==> src/rtl/npu_pkg.sv <==
// npu_pkg: shared types and sizing helpers for the NPU input-load path.
package npu_pkg;
    localparam int AXI_DATA_W = 32;

    typedef enum logic [2:0] {
        IDLE,
        CLEAR,
        LOAD,
        FLUSH,
        WAIT_READY,
        DONE
    } load_state_t;

    function automatic int num_words(input int w, input int h);
        return w * h;
    endfunction

    function automatic int count_w(input int w, input int h);
        return $clog2(w * h + 1);
    endfunction
endpackage

==> src/rtl/load_word_counter.sv <==
// load_word_counter: clearable up-counter with a terminal-count flag.
module load_word_counter #(
    parameter int W    = 8,
    parameter int TERM = 1
) (
    input  logic         i_clk,
    input  logic         i_rst_n,
    input  logic         i_clr,
    input  logic         i_inc,
    output logic [W-1:0] o_count,
    output logic         o_term
);
    logic [W-1:0] r_count;

    always_ff @(posedge i_clk or negedge i_rst_n) begin
        if (!i_rst_n)
            r_count <= '0;
        else if (i_clr)
            r_count <= '0;
        else if (i_inc)
            r_count <= r_count + 1'b1;
    end

    assign o_count = r_count;
    assign o_term  = r_count == W'(TERM);
endmodule

==> src/rtl/input_load_controller.sv <==
// input_load_controller: streams one frame of words into input_buffer, flushes, then waits for ready.
// Optional WAIT_READY timeout with sticky error: define LOAD_TIMEOUT_EN.
module input_load_controller
    import npu_pkg::*;
#(
    parameter int WIDTH        = 4,
    parameter int INPUT_WIDTH  = 9,
    parameter int INPUT_HEIGHT = 9,
    parameter int FLUSH_CYCLES = 2,
    parameter int TIMEOUT      = 256,
    localparam int NUM_WORDS   = num_words(INPUT_WIDTH, INPUT_HEIGHT),
    localparam int COUNT_W     = count_w(INPUT_WIDTH, INPUT_HEIGHT)
) (
    input  logic                  i_clk,
    input  logic                  i_rst_n,
    input  logic                  i_start,
    input  logic [AXI_DATA_W-1:0] i_s_data,
    input  logic                  i_s_valid,
    output logic                  o_s_ready,
    output logic [AXI_DATA_W-1:0] o_buf_data_in,
    output logic                  o_buf_write_enable,
    output logic                  o_buf_reset,
    input  logic                  i_buf_ready,
    output logic                  o_busy,
    output logic [COUNT_W-1:0]    o_word_count,
    output logic                  o_frame_done,
    output logic                  o_error
);
    if (WIDTH < 1 || FLUSH_CYCLES < 1 || TIMEOUT < 1) begin : g_param_check
        $error("input_load_controller: WIDTH, FLUSH_CYCLES and TIMEOUT must be positive");
    end

    load_state_t           r_state;
    logic                  r_s_ready;
    logic [AXI_DATA_W-1:0] r_data;
    logic                  r_we;
    logic                  r_buf_reset;
    logic                  r_busy;
    logic                  r_frame_done;
    logic                  w_hs;
    logic                  w_clr;
    logic                  w_word_term;
    logic                  w_flush_term;
    logic [COUNT_W-1:0]    w_word_count;
    logic [$clog2(FLUSH_CYCLES+1)-1:0] w_unused_flush_count;

    // s_ready is high exactly while in LOAD, so the handshake needs no state decode.
    assign w_hs  = i_s_valid & r_s_ready;
    assign w_clr = (r_state == IDLE) & i_start;

    load_word_counter #(.W(COUNT_W), .TERM(NUM_WORDS - 1)) u_word_cnt (
        .i_clk   (i_clk),
        .i_rst_n (i_rst_n),
        .i_clr   (w_clr),
        .i_inc   (w_hs),
        .o_count (w_word_count),
        .o_term  (w_word_term)
    );

    load_word_counter #(.W($clog2(FLUSH_CYCLES+1)), .TERM(FLUSH_CYCLES)) u_flush_cnt (
        .i_clk   (i_clk),
        .i_rst_n (i_rst_n),
        .i_clr   (w_clr),
        .i_inc   ((r_state == FLUSH) & ~w_flush_term),
        .o_count (w_unused_flush_count),
        .o_term  (w_flush_term)
    );

`ifdef LOAD_TIMEOUT_EN
    logic                           r_error;
    logic                           w_tmo_term;
    logic [$clog2(TIMEOUT+1)-1:0]   w_unused_tmo_count;

    load_word_counter #(.W($clog2(TIMEOUT+1)), .TERM(TIMEOUT - 1)) u_tmo_cnt (
        .i_clk   (i_clk),
        .i_rst_n (i_rst_n),
        .i_clr   (w_clr),
        .i_inc   ((r_state == WAIT_READY) & ~i_buf_ready),
        .o_count (w_unused_tmo_count),
        .o_term  (w_tmo_term)
    );
`endif

    always_ff @(posedge i_clk or negedge i_rst_n) begin
        if (!i_rst_n) begin
            r_state      <= IDLE;
            r_s_ready    <= 1'b0;
            r_data       <= '0;
            r_we         <= 1'b0;
            r_buf_reset  <= 1'b0;
            r_busy       <= 1'b0;
            r_frame_done <= 1'b0;
`ifdef LOAD_TIMEOUT_EN
            r_error      <= 1'b0;
`endif
        end else begin
            r_we         <= 1'b0;
            r_buf_reset  <= 1'b0;
            r_frame_done <= 1'b0;
            case (r_state)
                IDLE: if (i_start) begin
                    r_state     <= CLEAR;
                    r_buf_reset <= 1'b1;
                    r_busy      <= 1'b1;
                end
                CLEAR: begin
                    r_state   <= LOAD;
                    r_s_ready <= 1'b1;
                end
                LOAD: if (w_hs) begin
                    r_we   <= 1'b1;
                    r_data <= i_s_data;
                    if (w_word_term) begin
                        r_state   <= FLUSH;
                        r_s_ready <= 1'b0;
                    end
                end
                // First FLUSH cycle carries the last data write; the zero writes follow.
                FLUSH: if (!w_flush_term) begin
                    r_we   <= 1'b1;
                    r_data <= '0;
                end else begin
                    r_state <= WAIT_READY;
                end
                WAIT_READY: if (i_buf_ready) begin
                    r_state      <= DONE;
                    r_frame_done <= 1'b1;
                end
`ifdef LOAD_TIMEOUT_EN
                else if (w_tmo_term) begin
                    r_state <= IDLE;
                    r_busy  <= 1'b0;
                    r_error <= 1'b1;
                end
`endif
                default: begin
                    r_state   <= IDLE;
                    r_busy    <= 1'b0;
                    r_s_ready <= 1'b0;
                end
            endcase
        end
    end

    assign o_s_ready          = r_s_ready;
    assign o_buf_data_in      = r_data;
    assign o_buf_write_enable = r_we;
    assign o_buf_reset        = r_buf_reset;
    assign o_busy             = r_busy;
    assign o_word_count       = w_word_count;
    assign o_frame_done       = r_frame_done;
`ifdef LOAD_TIMEOUT_EN
    assign o_error            = r_error;
`else
    assign o_error            = 1'b0;
`endif
endmodule

==> config.mk <==
export PLATFORM = sky130hd
export DESIGN_NAME = input_load_controller
export DESIGN_NICKNAME = d
export VERILOG_FILES = /design/src/rtl/npu_pkg.sv /design/src/rtl/load_word_counter.sv /design/src/rtl/input_load_controller.sv
export SDC_FILE = /design/constraint.sdc
export NUM_CORES = 1
export LEC_CHECK = 0
export CAP_MARGIN = 15
export CORE_MARGIN = 2
export CORE_UTILIZATION = 46
export CTS_CLUSTER_SIZE = 24
export DETAILED_ROUTE_END_ITERATION = 8
export HOLD_SLACK_MARGIN = 0.1
export PLACE_DENSITY = 0.9
export SLEW_MARGIN = 20
export SYNTH_ARGS = -nofsm -noshare
export SYNTH_HDL_FRONTEND = slang
export SYNTH_SLANG_ARGS = --single-unit
==> constraint.sdc <==
create_clock -name i_clk -period 4.8 [get_ports i_clk]
set_clock_uncertainty 0.2 [all_clocks]
set_input_delay 0.96 -clock i_clk [delete_from_list [all_inputs] [get_ports i_clk]]
set_output_delay 0.96 -clock i_clk [all_outputs]
set_load 0.02 [all_outputs]
# [Word-level counts from Yosys, hierarchy flattened]
# Index checks and enable logic that the tools add are counted.
[classes] addsub=2 eq_ne=12 n_mux=25 n_bitwise=6 reduce_logical=10
[op_table] cell="$mux W32" count=2
[op_table] cell="$pmux W32 S2" count=1
[op_table] cell="$mux W3" count=5
[op_table] cell="$pmux W3 S5" count=1
[op_table] cell="$mux W7" count=2
[op_table] cell="$mux W1" count=9
[op_table] cell="$ne A2 B2 Y1 const B" count=4
[op_table] cell="$add A7 B1 Y7 const B" count=1
[op_table] cell="$eq A7 B7 Y1 const B" count=1
[op_table] cell="$eq A3 B2 Y1 const B" count=2
[op_table] cell="$reduce_and A3 Y1" count=2
[op_table] cell="$reduce_bool A2 Y1" count=3
[op_table] cell="$reduce_and A5 Y1" count=1
[op_table] cell="$mux W2" count=2
[op_table] cell="$ne A2 B1 Y1 const B" count=2
[op_table] cell="$pmux W1 S2" count=2
[op_table] cell="$reduce_or A4 Y1" count=1
[op_table] cell="$and A1 B1 Y1" count=3
[op_table] cell="$eq A3 B1 Y1 const B" count=1
[op_table] cell="$eq A3 B3 Y1 const B" count=1
[op_table] cell="$logic_not A3 Y1" count=1
[op_table] cell="$not A1 Y1" count=3
[op_table] cell="$pmux W1 S3" count=1
[op_table] cell="$reduce_or A3 Y1" count=1
[op_table] cell="other kinds (3)" count=3
[totals] ff_bits=49 in_bits=37 out_inout_bits=45 elab_cells=64

# [Logic depth before layout (Yosys ltp)]
# Gate-level depths: netlist (run 1).
[depth] depth_word=5 mapped_depth=6 ltp_nobuf=5

# [Modules after synthesis]
# A second synthesis (run 1) with hierarchy kept.
[unflattened] hier_cells=227 area_unflattened_um2=2346.0
[by_module_without_submodules] mod="input_load_controller" n_inst=1 cells_per_inst=182 area_per_inst_um2=1884.3 seq_area_each_um2=1001.0
[by_module_without_submodules] mod="load_word_counter at u_word_cnt" n_inst=1 cells_per_inst=36 area_per_inst_um2=361.6 seq_area_each_um2=175.2
[by_module_without_submodules] mod="load_word_counter at u_flush_cnt" n_inst=1 cells_per_inst=9 area_per_inst_um2=100.1 seq_area_each_um2=50.0

# [Worst setup path before layout (run 1)]
# Ideal clock, no wire load.
[synth_path] kind="input port to flip-flop" start="in i_s_valid" end="reg r_data[0] (netlist: o_buf_data_in[0])" setup_time_ps=121 t_arrival_ps=1599 t_required_ps=4479 slack_ps=2880 path_stages=4 n_path_buf=1 path_cell_list="nand3b_4 a21o_4 buf_6 a22o_1"
[synth_between] elab_chain_cells=3
[synth_lines] element="start: declaration" line_no="input_load_controller.sv:18" rtl="input logic i_s_valid,"
[synth_lines] element="$and A1 B1 Y1" line_no="input_load_controller.sv:48" rtl="assign w_hs = i_s_valid & r_s_ready;"
[synth_lines] element="$ne A2 B1 Y1 (no source line)"
[synth_lines] element="$reduce_and A3 Y1 (no source line)"
[synth_lines] element="end signal: assignment" line_no="input_load_controller.sv:112" rtl="r_data <= i_s_data;"
[synth_lines] element="end: declaration" line_no="input_load_controller.sv:35" rtl="logic [AXI_DATA_W-1:0] r_data;"
# No other way between the ends.
# A chain may end at the register's enable or synchronous reset.

# [Final worst setup path (run 1)]
[layout_path] start="reg r_s_ready (netlist: o_s_ready)" end="out o_s_ready"
[layout_rtl] element="start: declaration" line_no="input_load_controller.sv:34" rtl="logic r_s_ready;"
[layout_rtl] element="start signal: assignment" line_no="input_load_controller.sv:87" rtl="r_s_ready <= 1'b0;"
[layout_rtl] element="start signal: assignment" line_no="input_load_controller.sv:108" rtl="r_s_ready <= 1'b1;"
[layout_rtl] element="start signal: assignment" line_no="input_load_controller.sv:115" rtl="r_s_ready <= 1'b0;"
[layout_rtl] element="end: declaration" line_no="input_load_controller.sv:19" rtl="output logic o_s_ready,"
# No word-level cell between the ends.

==> run metrics, run 1 <==
status=completed; TritonRoute pass-1 iters=4; Routed Antenna Nets=0; # rows=24; Max Slew Vio Count=0; HPWL Detailed=3069 microns; CORE AREA=4324 sq um; most used routing layer=met2; CP Capture Type=output port; Critical Path Start Type=register; residual DRC count=0; CTS Root Cell=clkbuf_8; Ports=82; Routed WL=4320 microns; setup TNS=0 ps; Initial Utilization=0.4754; most common cell in the netlist=dfrtp_1; Worst Path Required=3640 ps; Max-slew headroom=0.6100; area of the mapped netlist=2056 sq um; ANT cells=0; initial antenna violation count=0; number of synthesized flops with an enable pin=0; cell count after synthesis=160; Via density=5.313; clock sink count=49; gr usage total=0.1816; crit-path max cell delay=680 ps; layout cells sized above 1=0.06695; post-cts resize count=0; register area share after synthesis=0.5965; Synth Register Bits=49; GR Util met3=0.05128; nets=278; CP max stage cell=clkdlybuf4s50_1; Peak Freq=369.4 MHz; Static Leakage=1.291 nW; routability-driven placement congestion ratio=0.8404; fin crit share=0.5640; Synth warnings=0; Buf/Inv on CP=1; DR vias=1,546; crit path kind=register to output port; Async SR Flop Fraction=1.000; first-pass GRT wire length=7272 microns; htree depth=2; syn_area_per_cell=12.85 sq um; Power Density=640.2 nW/um^2; post-synth net total=200; register area=1226 sq um; Iteration-0 DRC Markers=66; gr ovfl total=0; post-layout minimum cycle time=2707 ps; critical path, cell by cell=clkdlybuf4s50_1; post-layout util=0.6829; input/output buffers=80; max_cap viols=0; Yosys cell types=33; Worst-path clk slew=90 ps; top cell type's share of synthesized area=0.5965; Post-CTS Setup Repair Bufs=0; synth top area cells=dfrtp_1 60%, a22o_1 14%, buf_6 3.8%; Die X=70.85 microns; largest net degree at the start of global routing=50; ys flop type=dfrtp_1; Hold Crit Class=register to register; Yosys top cell by area=dfrtp_1; Die H=70.85 microns; endpoints failing hold=0; met2 Use GR=0.2939; FILL cells=341; multi-input logic area=710.7 sq um; CP max FO=10; peak supply drop=0.0003180 V; crit path DAT=1550 ps; RSZ-0062 raised after global routing=false; Least-Margin Pin Slew=585.0 ps; synthesis-to-finish area growth=43.64%; hold_buf cts=0; Post-synth top cells=49 x dfrtp_1, 32 x a22o_1, 7 x a21oi_1, 7 x buf_6, 7 x nand2_1; WL per Instance=14.85 microns; WHS=312.8 ps; vias in the first global route=1,562; worst-skew pair later-pin latency=300 ps; TritonCTS Buffers=5; Longest Clk Path Bufs=2; Final setup viols=0; CTS tree=done; Die ar.=5020 sq um; met1 Usage GRT=0.2375; kind of cell adding the most delay to the critical path=buffers and inverters
[kinds of logic (layout without fill, tap and decap cells)]
group / count (synthesis) / in the layout / synth area share
AOI/OAI and AO/OA: 52 / 52 / 0.2008
xor gates and xnor gates: 3 / 3 / 0.01278
and+or+nand+nor: 36 / 36 / 0.1120
buffers and inverters: 16 / 95 / 0.05782
adders and majority gates: 3 / 3 / 0.01826
other: 1 / 1 / 0.001824
DFF: 49 / 49 / 0.5965
[layout by cell type, fill, tap and decap left out, types with 2 or more instances in the layout]
cell type and n:
nor3_1 2, nand3_1 5, nand2_1 7, ha_1 3
or3_1 3, inv_1 5, clkdlybuf4s50_1 79, dfrtp_1 49
o21a_1 2, clkbuf_8 5, o21ai_0 6, nand4_1 2
and3_1 2, xnor2_1 2, a21oi_1 7, nor2_1 5
a32o_1 2, a22o_1 32, nand2b_1 3
[cell type report]
type / instances / area share
Clock buffer: 5 / 0.02331
Timing Repair Buffer: 81 / 0.2754
Sequential cell: 49 / 0.4153
Clock inverter: 3 / 0.01568
Inverter: 6 / 0.007627
Multi-Input combinational cell: 95 / 0.2407
Tap cell: 52 / 0.02203
[metrics by stage]
step | total power [mW] | worst slack, ps | cells | area, sq um
detailed placement | 1.606 | 1566 | 282 | 2820
global placement | 1.569 | 1649 | 282 | 2820
floorplan | 1.292 | 2880 | 160 | 2056
finish | 1.890 | 2093 | 291 | 2953
global route | 2.008 | 2032 | 291 | 2953
CTS | 1.907 | 1882 | 290 | 2935
[routing by layer]
| metal | wire length, microns | part of all wire |
|---|---|---|
| met2 | 2111 | 0.49 |
| met3 | 264 | 0.061 |
| met5 | 0 | 0 |
| met1 | 1904 | 0.44 |
| met4 | 40 | 0.0093 |
[flip-flops by register name, summed over array words and instances, names as in the netlist]
register,flops
o_buf_write_enable,1
o_frame_done,1
u_word_cnt.o_count,7
o_buf_data_in,32
o_buf_reset,1
o_s_ready,1
u_flush_cnt.o_count,2
r_state,3
o_busy,1
[final timing paths]
path | start | end | slack (ps) | depth (start not counted)
min in group asynchronous | i_rst_n | u_word_cnt.o_count[6]$_DFFE_PN0P_ | 470 | 1
min reg2reg | o_buf_data_in[8]$_DFFE_PN0P_ | o_buf_data_in[8]$_DFFE_PN0P_ | 310 | 1
min | o_buf_data_in[8]$_DFFE_PN0P_ | o_buf_data_in[8]$_DFFE_PN0P_ | 310 | 1
max in group asynchronous | i_rst_n | o_buf_data_in[4]$_DFFE_PN0P_ | 3540 | 1
max reg2reg | o_s_ready$_DFFE_PN0P_ | o_buf_data_in[24]$_DFFE_PN0P_ | 2970 | 4
max | o_s_ready$_DFFE_PN0P_ | o_s_ready | 2090 | 1
[power breakdown]
part / switching [mW] / internal [mW]
logic: 0.450 / 0.455
clock network: 0.137 / 0.156
registers: 0.132 / 0.562
total: 0.718 / 1.17
No activity file was read; power rests on OpenSTA's default activity.
==> run 2, diff against run 1 <==
CORE_UTILIZATION = 43   (was 46)
PLACE_DENSITY = 0.86   (was 0.9)
clock period = 2.6 ns   (was 4.8 ns; I/O delays follow)
==> run metrics, run 2 (same netlist as run 1, synthesis figures left out) <==
status=completed (unchanged); crit path DAT=1520 ps (was 1550 ps); commonest non-fill, non-tap cells in the layout=79 x clkdlybuf4s50_1, 49 x dfrtp_1, 32 x a22o_1 (unchanged); CP max stage cell=clkdlybuf4s50_1 (unchanged); Sw Ratio=0.3837 (was 0.3799); Power Density=1151 nW/um^2 (was 640.2 nW/um^2); gr usage total=0.1724 (was 0.1816); worst r2r src=u_flush_cnt.o_count[0]$_DFFE_PN0P_ (was o_s_ready$_DFFE_PN0P_); nets=281 (was 278); crit-path max cell delay=680 ps (about the same); critical hold path startpoint=o_buf_data_in[22]$_DFFE_PN0P_ (was o_buf_data_in[8]$_DFFE_PN0P_); htree depth=2 (unchanged); WL per Instance=14.83 microns (was 14.85 microns); Peak Freq=445.5 MHz; Final Instance Count excl. Fillers=295 (was 291); worst hold endpoint=o_buf_data_in[22]$_DFFE_PN0P_ (was o_buf_data_in[8]$_DFFE_PN0P_); vias in the first global route=1,521 (was 1,562); Post-Place Cells=287 (was 282); kind of cell adding the most delay to the critical path=buffers and inverters (unchanged); max reg flops=32 (unchanged); residual DRC count=0 (unchanged); Iteration-0 DRC Markers=76 (was 66); Hold Crit Class=register to register (unchanged); Die X=73.14 microns (was 70.85 microns); layout cells sized above 1=0.07054 (was 0.06695); CTS tree=done (unchanged); endpoints failing hold=0 (unchanged); # rows=25 (was 24); Routed Antenna Nets=0 (unchanged); HPWL Detailed=3202 microns (was 3069 microns); Critical R2R Capture=o_buf_data_in[25]$_DFFE_PN0P_ (was o_buf_data_in[24]$_DFFE_PN0P_); FILL cells=365 (was 341); post-layout minimum cycle time=2245 ps; hold path depth=1 (unchanged); setup TNS=0 ps (unchanged); RSZ-0062 raised after global routing=false (unchanged); CP max FO=10 (unchanged); TritonCTS Buffers=5 (unchanged); ANT cells=0 (unchanged); Worst R2R Path Depth=5 (was 4); overall power=3.404 mW (was 1.890 mW); gr ovfl total=0 (unchanged); WHS=306.5 ps (was 312.8 ps); max_cap viols=0 (unchanged); clock sink count=49 (unchanged); Pint=2.098 mW (was 1.172 mW); Worst Path Required=1880 ps (was 3640 ps); TritonRoute pass-1 iters=4 (unchanged); Die ar.=5349 sq um (was 5020 sq um); post-cts resize count=0 (unchanged); routability-driven placement congestion ratio=0.8627 (was 0.8404); initial antenna violation count=0 (unchanged); fin crit share=0.8633; peak supply drop=0.0005080 V (was 0.0003180 V); Ports=82 (unchanged); Initial Utilization=0.4411 (was 0.4754); register-to-register setup slack=820 ps (was 2970 ps); input/output buffers=80 (unchanged); Psw=1.306 mW (was 718.1 uW); Clk pwr share=0.130 (was 0.155); Routed WL=4376 microns (was 4320 microns); Max Slew Vio Count=0 (unchanged); Final setup viols=0 (unchanged); final setup margin=355.5 ps (was 2093 ps); commonest non-fill, non-tap cell in the layout=clkdlybuf4s50_1 (unchanged); Longest Clk Path Bufs=2 (unchanged); first-pass GRT wire length=7072 microns (was 7272 microns); synthesis-to-finish area growth=43.88% (was 43.64%); CP Capture Type=output port (unchanged); Die H=73.14 microns (was 70.85 microns); largest net degree at the start of global routing=34 (was 50); crit path kind=register to output port (unchanged); DR vias=1,581 (was 1,546); Buf/Inv on CP=1 (unchanged); sequential share of power=0.376 (was 0.367); Post-CTS Setup Repair Bufs=0 (unchanged); Critical Path Start Type=register (unchanged); multi-input logic area=710.7 sq um (unchanged); combinational fraction of design power=0.494 (was 0.478); critical path, cell by cell=clkdlybuf4s50_1 (unchanged); CORE AREA=4661 sq um (was 4324 sq um); pre-CTS setup slack=356.3 ps (was 1566 ps); Worst-path clk slew=80 ps (was 90 ps); Via density=5.359 (was 5.313); register area=1226 sq um (unchanged); worst-skew pair later-pin latency=290 ps (was 300 ps); CTS Root Cell=clkbuf_8 (unchanged); Static Leakage=1.294 nW (was 1.291 nW)
-- run 2: cell types whose count changed in the layout (fill, tap and decap cells not counted) --
cell,change
dlygate4sd3_1,+1
buf_8,-1
clkinv_4,-1
buf_2,+1
bufinv_16,-1
buf_4,+1
clkbuf_8,+1
buf_12,+1
-- run 2: area by class of cell --
type	instances	area share
clock inverters	1	0.002538
multi-input cells	95	0.2403
inverters	6	0.007614
flip-flops and latches	49	0.4146
repair buffers	84	0.2843
clock buffers	6	0.02792
well taps	54	0.02284
-- run 2: layer usage --
layer	track usage	part of all wire	vias up
li1	-	-	744
met1	0.2287	0.44	764
met2	0.2753	0.48	62
met3	0.04696	0.061	11
met4	0.05556	0.019	0
met5	0	0	-
-- run 2: through the flow --
stage	area (sq um)	utilization
floorplan	2056	-
global placement	2858	0.6132
detailed placement	2858	0.6132
CTS	2958	0.6346
global route	2958	0.6346
finish	2958	0.6346
-- run 2: worst max-delay path by stage --
stage	startpoint	to	cells after the start
after global routing	o_s_ready$_DFFE_PN0P_	o_s_ready	1
final	o_s_ready$_DFFE_PN0P_	o_s_ready	1
after floorplan	u_flush_cnt.o_count[0]$_DFFE_PN0P_	o_buf_data_in[0]$_DFFE_PN0P_	6
after CTS	o_s_ready$_DFFE_PN0P_	o_s_ready	1
after detailed placement	i_s_valid	o_buf_data_in[13]$_DFFE_PN0P_	5
after global placement	i_s_valid	o_buf_data_in[0]$_DFFE_PN0P_	4
-- run 2: power groups by stage --
stage                     clock [mW]  combinational (mW)  sequential, mW
after detailed placement           0                1.71            1.29
after global routing           0.484                1.81            1.32
after CTS                      0.455                1.70            1.28
final                          0.441                1.68            1.28
after floorplan                    0               0.887            1.50
after global placement             0                1.65            1.29
-- run 2: timing repair --
action                                  CTS  global route
hold endpoints to repair                 49             0
hold buffers                              1             0
endpoints found under the setup margin    0             0
